## src/rtl/shift_sequencer_if.sv

```systemverilog
// Request/response bundle for the shift sequencer: operation request fields
// from the controlling side, register contents and handshake back.
interface shift_sequencer_if #(
    parameter int WIDTH = 6,
    parameter int CNT_W = 3
);
    logic             start;
    logic             abort;
    logic [WIDTH-1:0] load_val;
    logic [1:0]       mode;
    logic [CNT_W-1:0] count;
    logic             sin;
    logic [WIDTH-1:0] q;
    logic             sout;
    logic             busy;
    logic             done;

    modport master (
        output start, abort, load_val, mode, count, sin,
        input  q, sout, busy, done
    );

    modport slave (
        input  start, abort, load_val, mode, count, sin,
        output q, sout, busy, done
    );
endinterface

```

## src/rtl/shift_sequencer.sv

```systemverilog
// Sequencing controller owning a WIDTH-bit shift register: parallel load on
// start, then a programmed number of shift/rotate steps ending in a done pulse.
module shift_sequencer #(
    parameter int WIDTH = 6,
    parameter int CNT_W = 3
) (
    input  logic              clk,
    input  logic              clr,
    shift_sequencer_if.slave  bus
);

    typedef enum logic [1:0] {
        ST_IDLE  = 2'd0,
        ST_SHIFT = 2'd1,
        ST_DONE  = 2'd2
    } state_t;

    state_t           state_r;
    state_t           state_nxt_s;
    logic [WIDTH-1:0] q_r;
    logic [WIDTH-1:0] q_nxt_s;
    logic             sout_r;
    logic             sout_nxt_s;
    logic [1:0]       mode_r;
    logic [1:0]       mode_nxt_s;
    logic [CNT_W-1:0] rem_r;
    logic [CNT_W-1:0] rem_nxt_s;
    logic             busy_r;
    logic             busy_nxt_s;
    logic             done_r;
    logic             done_nxt_s;

    // One step of the register: returns {outgoing bit, new word}. mode[0]
    // selects direction (0 = left), mode[1] selects rotate over shift.
    function automatic logic [WIDTH:0] step_word(
        input logic [WIDTH-1:0] word,
        input logic [1:0]       md,
        input logic             sin_i
    );
        logic             out_b;
        logic             in_b;
        logic [WIDTH-1:0] nw;
        if (md[0] == 1'b0) begin
            out_b = word[WIDTH-1];
            in_b  = md[1] ? out_b : sin_i;
            nw    = {word[WIDTH-2:0], in_b};
        end else begin
            out_b = word[0];
            in_b  = md[1] ? out_b : sin_i;
            nw    = {in_b, word[WIDTH-1:1]};
        end
        return {out_b, nw};
    endfunction

    // State register with handshake outputs registered alongside it
    always_ff @(posedge clk or posedge clr) begin
        if (clr) begin
            state_r <= ST_IDLE;
            busy_r  <= 1'b0;
            done_r  <= 1'b0;
        end else begin
            state_r <= state_nxt_s;
            busy_r  <= busy_nxt_s;
            done_r  <= done_nxt_s;
        end
    end

    // Next-state decode; abort wins over the final step
    always_comb begin
        state_nxt_s = state_r;
        case (state_r)
            ST_IDLE: begin
                if (bus.start) begin
                    state_nxt_s = (bus.count != {CNT_W{1'b0}}) ? ST_SHIFT : ST_DONE;
                end else begin
                    state_nxt_s = ST_IDLE;
                end
            end
            ST_SHIFT: begin
                if (bus.abort) begin
                    state_nxt_s = ST_IDLE;
                end else if (rem_r == CNT_W'(1)) begin
                    state_nxt_s = ST_DONE;
                end else begin
                    state_nxt_s = ST_SHIFT;
                end
            end
            ST_DONE: state_nxt_s = ST_IDLE;
            default: state_nxt_s = ST_IDLE;
        endcase
    end

    // Datapath and handshake next values; everything holds unless acted on
    always_comb begin
        q_nxt_s    = q_r;
        sout_nxt_s = sout_r;
        mode_nxt_s = mode_r;
        rem_nxt_s  = rem_r;
        case (state_r)
            ST_IDLE: begin
                if (bus.start) begin
                    q_nxt_s    = bus.load_val;
                    mode_nxt_s = bus.mode;
                    rem_nxt_s  = bus.count;
                end else begin
                    rem_nxt_s  = rem_r;
                end
            end
            ST_SHIFT: begin
                if (bus.abort) begin
                    rem_nxt_s = {CNT_W{1'b0}};
                end else begin
                    {sout_nxt_s, q_nxt_s} = step_word(q_r, mode_r, bus.sin);
                    rem_nxt_s = rem_r - CNT_W'(1);
                end
            end
            ST_DONE: rem_nxt_s = {CNT_W{1'b0}};
            default: rem_nxt_s = {CNT_W{1'b0}};
        endcase
        busy_nxt_s = (state_nxt_s != ST_IDLE);
        done_nxt_s = (state_nxt_s == ST_DONE);
    end

    // Register contents, outgoing bit, latched mode and remaining-step counter
    always_ff @(posedge clk or posedge clr) begin
        if (clr) begin
            q_r    <= {WIDTH{1'b1}};
            sout_r <= 1'b0;
            mode_r <= 2'b00;
            rem_r  <= {CNT_W{1'b0}};
        end else begin
            q_r    <= q_nxt_s;
            sout_r <= sout_nxt_s;
            mode_r <= mode_nxt_s;
            rem_r  <= rem_nxt_s;
        end
    end

    assign bus.q    = q_r;
    assign bus.sout = sout_r;
    assign bus.busy = busy_r;
    assign bus.done = done_r;

endmodule

```

## src/flat_wrapper.sv

```systemverilog
// flat-port wrapper written by rule: the top's interface ports become plain ports
module shift_sequencer_flat 
#(
    parameter int WIDTH = 6,
    parameter int CNT_W = 3
)
  (clk, clr, bus_start, bus_abort, bus_load_val, bus_mode, bus_count, bus_sin, bus_q, bus_sout, bus_busy, bus_done);
  shift_sequencer_if #(.WIDTH(WIDTH), .CNT_W(CNT_W)) bus_i ();
  input  logic clk;
  input  logic clr;
  input wire logic [$bits(bus_i.start)-1:0] bus_start;
  input wire logic [$bits(bus_i.abort)-1:0] bus_abort;
  input wire logic [$bits(bus_i.load_val)-1:0] bus_load_val;
  input wire logic [$bits(bus_i.mode)-1:0] bus_mode;
  input wire logic [$bits(bus_i.count)-1:0] bus_count;
  input wire logic [$bits(bus_i.sin)-1:0] bus_sin;
  output wire logic [$bits(bus_i.q)-1:0] bus_q;
  output wire logic [$bits(bus_i.sout)-1:0] bus_sout;
  output wire logic [$bits(bus_i.busy)-1:0] bus_busy;
  output wire logic [$bits(bus_i.done)-1:0] bus_done;
  assign bus_i.start = bus_start;
  assign bus_i.abort = bus_abort;
  assign bus_i.load_val = bus_load_val;
  assign bus_i.mode = bus_mode;
  assign bus_i.count = bus_count;
  assign bus_i.sin = bus_sin;
  assign bus_q = bus_i.q;
  assign bus_sout = bus_i.sout;
  assign bus_busy = bus_i.busy;
  assign bus_done = bus_i.done;
  shift_sequencer #(.WIDTH(WIDTH), .CNT_W(CNT_W)) u_core (.clk(clk), .clr(clr), .bus(bus_i));
endmodule
```

## config.mk

```make
export PLATFORM = sky130hd
export DESIGN_NAME = shift_sequencer_flat
export DESIGN_NICKNAME = d
export VERILOG_FILES = /design/src/rtl/shift_sequencer_if.sv /design/src/rtl/shift_sequencer.sv /design/src/flat_wrapper.sv
export SDC_FILE = /design/constraint.sdc
export NUM_CORES = 1
export LEC_CHECK = 0
export CORE_MARGIN = 3
export CORE_UTILIZATION = 50
export DETAILED_ROUTE_END_ITERATION = 8
export PLACE_DENSITY = 0.82
export SLEW_MARGIN = 20
export SYNTH_ARGS = -nofsm -noshare
export SYNTH_HDL_FRONTEND = slang
export SYNTH_SLANG_ARGS = --single-unit
```

## constraint.sdc

```tcl
create_clock -name clk -period 3.4 [get_ports clk]
set_clock_uncertainty 0.05 [all_clocks]
set_input_delay 1.02 -clock clk [delete_from_list [all_inputs] [get_ports clk]]
set_output_delay 1.02 -clock clk [all_outputs]
set_load 0.005 [all_outputs]
```

# --- Word level (Yosys, flattened, before mapping) ---
# Cells that the tools add are included.
totals:
  elab_cells: 36
  register_bits: 16
  inputBits: 16
  out_inout_bits: 9
classes:
  n_addsub: 1
  eq_ne: 5
  bitwise_logic: 1
  n_mux: 15
  reduce_logical: 7
ops:
  columns: ["op", "n"]
  rows:
  - ["6-bit two-way mux", 3]
  - ["6-bit one-hot mux with 2 select lines", 1]
  - ["2-bit two-way mux", 4]
  - ["3-bit two-way mux", 2]
  - ["3-bit one-hot mux with 2 select lines", 1]
  - ["2-bit != test, second input constant", 2]
  - ["2-bit one-hot mux with 2 select lines", 1]
  - ["2-bit AND reduction", 2]
  - ["2-bit nonzero test", 2]
  - ["3-bit by 1-bit equality test with 1-bit output, second input constant", 1]
  - ["1-bit two-way mux", 3]
  - ["3-bit AND reduction", 1]
  - ["3-bit nonzero test", 1]
  - ["3-bit by 1-bit subtractor with 3-bit output, second input constant", 1]
  - ["2-bit by 1-bit equality test with 1-bit output, second input constant", 1]
  - ["2-bit equality test, second input constant", 1]
  - ["2-bit logical NOT", 1]
  - ["1-bit inverter", 1]

# --- Logic depth before layout (Yosys ltp) ---
# Gate-level depths: netlist of the first run.
logic_depth:
  depth_word: 5
  ltp_mapped: 5
  ltp_nobuf: 5

# --- Least setup slack after synthesis of the first run ---
# Ideal clock, no wire load.
synth_timing:
  path_type: "input-to-reg"
  startpoint: "input bus_abort"
  endpoint: "register u_core.q_r[1] (netlist: u_core.bus.q[1])"
  path_buffers: 1
  required_ps: 3268
  path_slack_ps: 1415
  arrival_ps: 1852
  setup_ps: 82
  stages: 4
  path_cell_list: "nand2b_1 buf_2 a21oi_4 mux2_4"
synth_between:
  elab_chain_cells: 2
synth_rtl:
  columns: ["element", "line", "source"]
  rows:
  - ["from (decl)", "flat_wrapper.sv:12", "input wire logic [$bits(bus_i.abort)-1:0] bus_abort;"]
  - ["2-bit != test (no source line)", null, null]
  - ["3-bit AND reduction (no source line)", null, null]
  - ["to (signal assigned)", "shift_sequencer.sv:127", "q_r <= {WIDTH{1'b1}};"]
  - ["to (signal assigned)", "shift_sequencer.sv:132", "q_r <= q_nxt_s;"]
  - ["to (decl)", "shift_sequencer.sv:20", "logic [WIDTH-1:0] q_r;"]
# Every way passes these cells.
# A chain may end at the register's enable or synchronous reset.

# --- Final worst setup path of the first run ---
layout_timing:
  startpoint: "register u_core.q_r[5] (netlist: u_core.bus.q[5])"
  endpoint: "output bus_q[5]"
layout_lines:
  columns: ["element", "line", "source"]
  rows:
  - ["to (decl)", "flat_wrapper.sv:17", "output wire logic [$bits(bus_i.q)-1:0] bus_q;"]
# No word-level cell between the ends.

==> impl_results.md, run 1 <==
- Outcome: finished, final reports clean
- Sequential cell area: 408 um^2
- Slowest CP cell: dfstp_2
- Starting Density: 0.569
- CP Data Arrival Time: 1.39 ns
- Critical Path Sink Type: primary output
- Worst Path Max Fanout: 5
- Synth Register Bits: 16
- Final Setup Violations: 0
- GRT Residual Overflow: 0
- HPWL after detailed placement: 1490 um
- CTS tree: built
- Global-route wire length before repair: between 3000 and 4000 um
- FP Rows: 14
- R2r worst-path depth: 3
- Synth Net Count: 93
- Post-CTS Setup Bufs: 0
- CTS Buf Count: 3
- Vias in the first global route: ~670
- NumNets Final: 119
- Pins Over Slew Limit: 0
- RSZ-0062 raised after global routing: false
- Port bufs: 24
- Tmin final: 2.46 ns
- Yosys cell types: 26
- CP startpoint kind: flip-flop
- Die area: 2410 um^2
- Measured slew at the worst slew-check pin: 0.603 ns
- Worst path depth: 1
- Delay-heaviest family, CP: flip-flops
- Die span in y: 49.1 um
- Die W: 49.1 um
- Sequential area share after synthesis: 0.440
- Drt pass-1 iters: 4
- Slew HR: 0.598
- Commonest non-fill, non-tap cell in the layout: clkdlybuf4s50_1
- Yosys warns: 0
- Buf/Inv on CP: 1
- Syn_area_per_cell: 12.4 um^2
- Pleak: 0.000523 uW
- Worst-path clk slew: 0.10 ns
- Worst Setup Path Type: reg -> out
- CP cell instances: clkdlybuf4s50_1
- Data required, critical path: 2.33 ns
- Pwr Density: 855 nW/um^2
- Layout cell share with drive strength beyond 1: 0.250
- Period utilization: 0.723
- Crit path largest cell delay: 0.59 ns
- Worst vdd ir: 0.572 mV
- Via Count: 668
- Clock Sinks: 16
- Antenna fix cells: 0
- Initial drt markers: 13
- I/O pin total: 25
- Drt wl/cell: 15.3 um
- Mapped cell area: just over 900 um^2
- H-tree depth: 1
- Tot GR Track Use: 0.172
- Via/cell ratio: 5.39
- Root Buffer: clkbuf_4
- DRC errors left: 0
- Final ANT Viol Nets: 0
- Total power draw: 1040 uW
- FILL cells: 112
- Clk Latency, worst-skew pair: between 0.2 and 0.3 ns
- Final WL: 1900 um
- CTS Buffer Depth: 2
- Area of the multi-input gates: 488 um^2
- Cells after synthesis: 75
- Most frequent cells in the layout: clkdlybuf4s50_1 (24), dfrtp_1 (10), mux2_4 (8), nor2_1 (6), dfstp_2 (6)
- GP Congestion: a little over 0.7
- Hold_buf cts: 0
- Largest net degree at the start of global routing: 17
- Initial antenna violation count: 0
- CTS resizes: 0
- Hold Crit Class: reg -> reg
- Max-cap viol count: 0
- Hold Fails Final Rpt: 0
- Post-route setup TNS: 0 ns
- F_max: 407 MHz
- WHS Path Cells: 1
- P&R area growth vs syn: 30.9%
- Core Footprint: about 1600 um^2
## metrics by stage
| stage | util | setup WS (ns) | cells | hold WS [ns] | area (um^2) |
|---|---|---|---|---|---|
| 4_1_cts | 0.745 | 0.932 | 124 | 0.499 | 1210 |
| 3_5_place_dp | 0.723 | 0.783 | 120 | 0.483 | 1180 |
| 5_1_grt | 0.745 | 0.886 | 124 | 0.513 | 1210 |
| 3_3_place_gp | 0.723 | 0.835 | 120 | 0.464 | 1180 |
| 2_1_floorplan | - | 1.42 | 75 | 0.452 | 927 |
| 6_report | 0.745 | 0.943 | 124 | 0.495 | 1210 |
## where the power goes
group,internal (uW),switching (uW)
Combinational,338,164
Clock,65.2,57.5
Sequential,303,111
## kinds of logic (layout without fill, tap and decap cells)
family / after synthesis / in the layout / synth area share
mux: 20 / 20 / 0.269
flops: 16 / 16 / 0.440
compound gates: 15 / 15 / 0.136
simple gates: 15 / 15 / 0.0850
buf+inv: 6 / 31 / 0.0337
fa+ha+maj: 2 / 2 / 0.0270
xor+xnor: 1 / 1 / 0.00945
## registers in the layout, summed over array words and instances, names as in the netlist
register         count
u_core.rem_r         3
u_core.mode_r        2
u_core.bus.sout      1
u_core.bus.busy      1
u_core.state_r       2
u_core.bus.done      1
u_core.bus.q         6
## routing by layer
layer | global-route usage | up-vias | wire length [um]
met4 | 0.0284 | 0 | 13
met2 | 0.266 | 18 | 882
met5 | 0 | - | 0
met3 | 0.0581 | 2 | 73
li1 | - | 319 | -
met1 | 0.236 | 329 | 926
## Yosys cell counts
cell	instances	share of area
o31ai_1	1	0.0081
mux2i_1	5	0.054
a211o_2	1	0.011
dfstp_2	6	0.17
xnor2_1	1	0.0094
a2bb2oi_1	2	0.019
nor2_1	6	0.024
dfrtp_1	10	0.27
mux2_1	2	0.024
buf_6	1	0.012
a21oi_4	1	0.018
inv_1	3	0.012
a221oi_1	2	0.019
o22a_1	4	0.038
mux2_2	5	0.061
nand2b_1	5	0.034
clkbuf_1	1	0.0040
nor2b_1	2	0.013
nor3_1	1	0.0054
o21ai_0	1	0.0054
ha_1	2	0.027
mux2_4	8	0.13
or2b_1	1	0.0081
buf_2	1	0.0054
a21oi_1	2	0.011
o211ai_1	1	0.0081
## worst reg2reg max path, cell delays in order (launching register included)
cell	delay, ns
dfrtp_1	0.55
nor2b_1	0.47
mux2_2	0.39
mux2_4	0.25
## layout make-up
| cell class | count | area share |
|---|---|---|
| clock buffers | 4 | 0.0299 |
| repair buffers | 24 | 0.198 |
| inverters | 3 | 0.00928 |
| multi-input cells | 53 | 0.402 |
| well taps | 24 | 0.0247 |
| flip-flops and latches | 16 | 0.336 |
## final timing paths
kind / start / slack, ns / end
max: u_core.bus.q[5] / 0.94 / bus_q[5]
max in group asynchronous: clr / 1.86 / u_core.bus.busy
min reg2reg: u_core.bus.q[5] / 0.50 / u_core.bus.q[5]
max reg2reg: u_core.state_r[1] / 1.62 / u_core.bus.q[1]
min: u_core.bus.q[5] / 0.50 / u_core.bus.q[5]
min in group asynchronous: clr / 1.04 / u_core.mode_r[0]
Power figures use the tool's default switching activity.
==> run 2: changes to the inputs <==
--- a/config.mk
+++ b/config.mk
@@ -6,9 +6,9 @@
 export NUM_CORES = 1
 export LEC_CHECK = 0
 export CORE_MARGIN = 3
-export CORE_UTILIZATION = 50
+export CORE_UTILIZATION = 42
 export DETAILED_ROUTE_END_ITERATION = 8
-export PLACE_DENSITY = 0.82
+export PLACE_DENSITY = 0.74
 export SLEW_MARGIN = 20
 export SYNTH_ARGS = -nofsm -noshare
 export SYNTH_HDL_FRONTEND = slang
==> constraint.sdc (replaced) <==
create_clock -name clk -period 2.08 [get_ports clk]
set_clock_uncertainty 0.05 [all_clocks]
set_input_delay 0.624 -clock clk [delete_from_list [all_inputs] [get_ports clk]]
set_output_delay 0.624 -clock clk [all_outputs]
set_load 0.005 [all_outputs]
==> impl_results.md, run 2 (same netlist as run 1, synthesis figures left out) <==
- Outcome: finished, final reports clean
- Die W: 53.0 um
- Pins Over Slew Limit: 0
- P&R area growth vs syn: 40.5%
- F_max: 499 MHz
- Hold path start: u_core.bus.sout
- Period utilization: 0.964
- Clk Latency, worst-skew pair: 0.29 ns
- HPWL after detailed placement: roughly 1400 um
- GP Congestion: just over 0.8
- FF-to-FF Start: u_core.state_r[0]
- Delay-heaviest family, CP: flip-flops
- Clock Sinks: 16
- Largest net degree at the start of global routing: 17
- Via Count: 688
- Drt wl/cell: 13.4 um
- H-tree depth: 1
- Pleak: 0.000583 uW
- Starting Density: 0.459
- Global-route wire length before repair: ~3000 um
- Port bufs: 24
- Vias in the first global route: 658
- GR peak layer: met2
- FILL cells: 170
- Most frequent cells in the layout: clkdlybuf4s50_1 (23), buf_4 (11), dfrtp_1 (10), mux2_4 (8)
- Initial antenna violation count: 0
- Buf/Inv on CP: 1
- Measured slew at the worst slew-check pin: 0.462 ns
- Die area: between 2000 and 3000 um^2
- Crit path largest cell delay: roughly 0.55 ns
- Post-route setup TNS: 0 ns
- Core Footprint: 2020 um^2
- Root Buffer: clkbuf_4
- Crit. Startpoint: u_core.bus.q[2]
- Final Core Density: 0.644
- I/O pin total: 25
- Max reg flops: 6
- CTS Buf Count: 3
- Drt pass-1 iters: 4
- FP Rows: 16
- CP Data Arrival Time: 1.33 ns
- Total power draw: 1780 uW
- Met1 usage: 0.199
- Data required, critical path: between 1 and 1.5 ns
- DRC errors left: 0
- Initial drt markers: 10
- CP cell instances: clkdlybuf4s50_1
- Worst Path Max Fanout: 3
- Hold Crit Class: reg -> reg
- Final ANT Viol Nets: 0
- Hold Fails Final Rpt: 0
- CTS Buffer Depth: 2
- Antenna fix cells: 0
- Worst Setup Path Type: reg -> out
- Slew HR: 0.691
- RSZ-0062 raised after global routing: false
- Global routing usage on met2: 0.219
- Slowest CP cell: dfstp_2
- Worst-path clk slew: 0.09 ns
- Worst vdd ir: 0.877 mV
- M3 GR Usage: 0.0563
- Pwr Density: ~1400 nW/um^2
- Final Setup Violations: 0
- Die span in y: about 53 um
- Final WL: 1850 um
- NumNets Final: 130
- Tot GR Track Use: 0.148
- GRT Residual Overflow: 0
- CTS tree: built
- Commonest non-fill, non-tap cell in the layout: clkdlybuf4s50_1
- Critical Path Sink Type: primary output
- Tmin final: around 2 ns
- Max-cap viol count: 0
- Via/cell ratio: 4.99
- Layout cell share with drive strength beyond 1: 0.324
- CP startpoint kind: flip-flop
## run 2: cell types whose count changed in the layout (fill, tap and decap cells not counted)
cell and delta:
clkdlybuf4s50_1 -1, buf_4 +11, dlymetal6s2s_1 +1
## run 2: per-layer routing
layer / up-vias / wire (um) / share of wire
met1: 324 / 870 / 0.47
met5: - / 0 / 0
met3: 2 / 142 / 0.077
met4: 0 / 14 / 0.0076
li1: 341 / - / -
met2: 21 / 822 / 0.44
## run 2: cell type report
cell class,instances,area (um^2),area share
tap,27,33.8,0.0259
inverter,3,11.3,0.00865
timing repair buffer,35,325,0.250
clock buffer,4,36.3,0.0279
multi-input combinational,53,488,0.375
sequential,16,408,0.313
## run 2: through the flow
step / hold slack (ns) / cells / worst slack, ns / instance area [um^2]
6_report: 0.472 / 138 / 0.0744 / 1300
5_1_grt: 0.504 / 138 / 0.0137 / 1300
4_1_cts: 0.483 / 134 / 0.0207 / 1270
3_5_place_dp: 0.461 / 129 / 0.0880 / 1230
3_3_place_gp: 0.442 / 129 / 0.115 / 1230
2_1_floorplan: 0.452 / 75 / 0.491 / 927
## run 2: what timing repair did
item / 4_1_cts / 5_1_grt
endpoints found under the hold margin: 0 / 0
buffers inserted: 1 / 4
hold buffers: 0 / 0
pin swaps: 0 / 0
endpoints found under the setup margin: 1 / 5
resized for setup: 0 / 1
## run 2: report_power, final
group          internal [uW]  switching, uW
Sequential               493            137
Combinational            634            317
Clock                    107           97.5
Total                   1230            551
## run 2: path summary, 6_finish.rpt
| check | cells past startpoint | endpoint | slack [ns] |
|---|---|---|---|
| max | 1 | bus_q[2] | 0.07 |
| min | 2 | u_core.bus.sout | 0.47 |
| max reg2reg | 3 | u_core.bus.q[2] | 0.41 |
| min reg2reg | 2 | u_core.bus.sout | 0.47 |
| max in group asynchronous | 3 | u_core.bus.q[5] | 1.14 |
| min in group asynchronous | 3 | u_core.rem_r[2] | 0.59 |
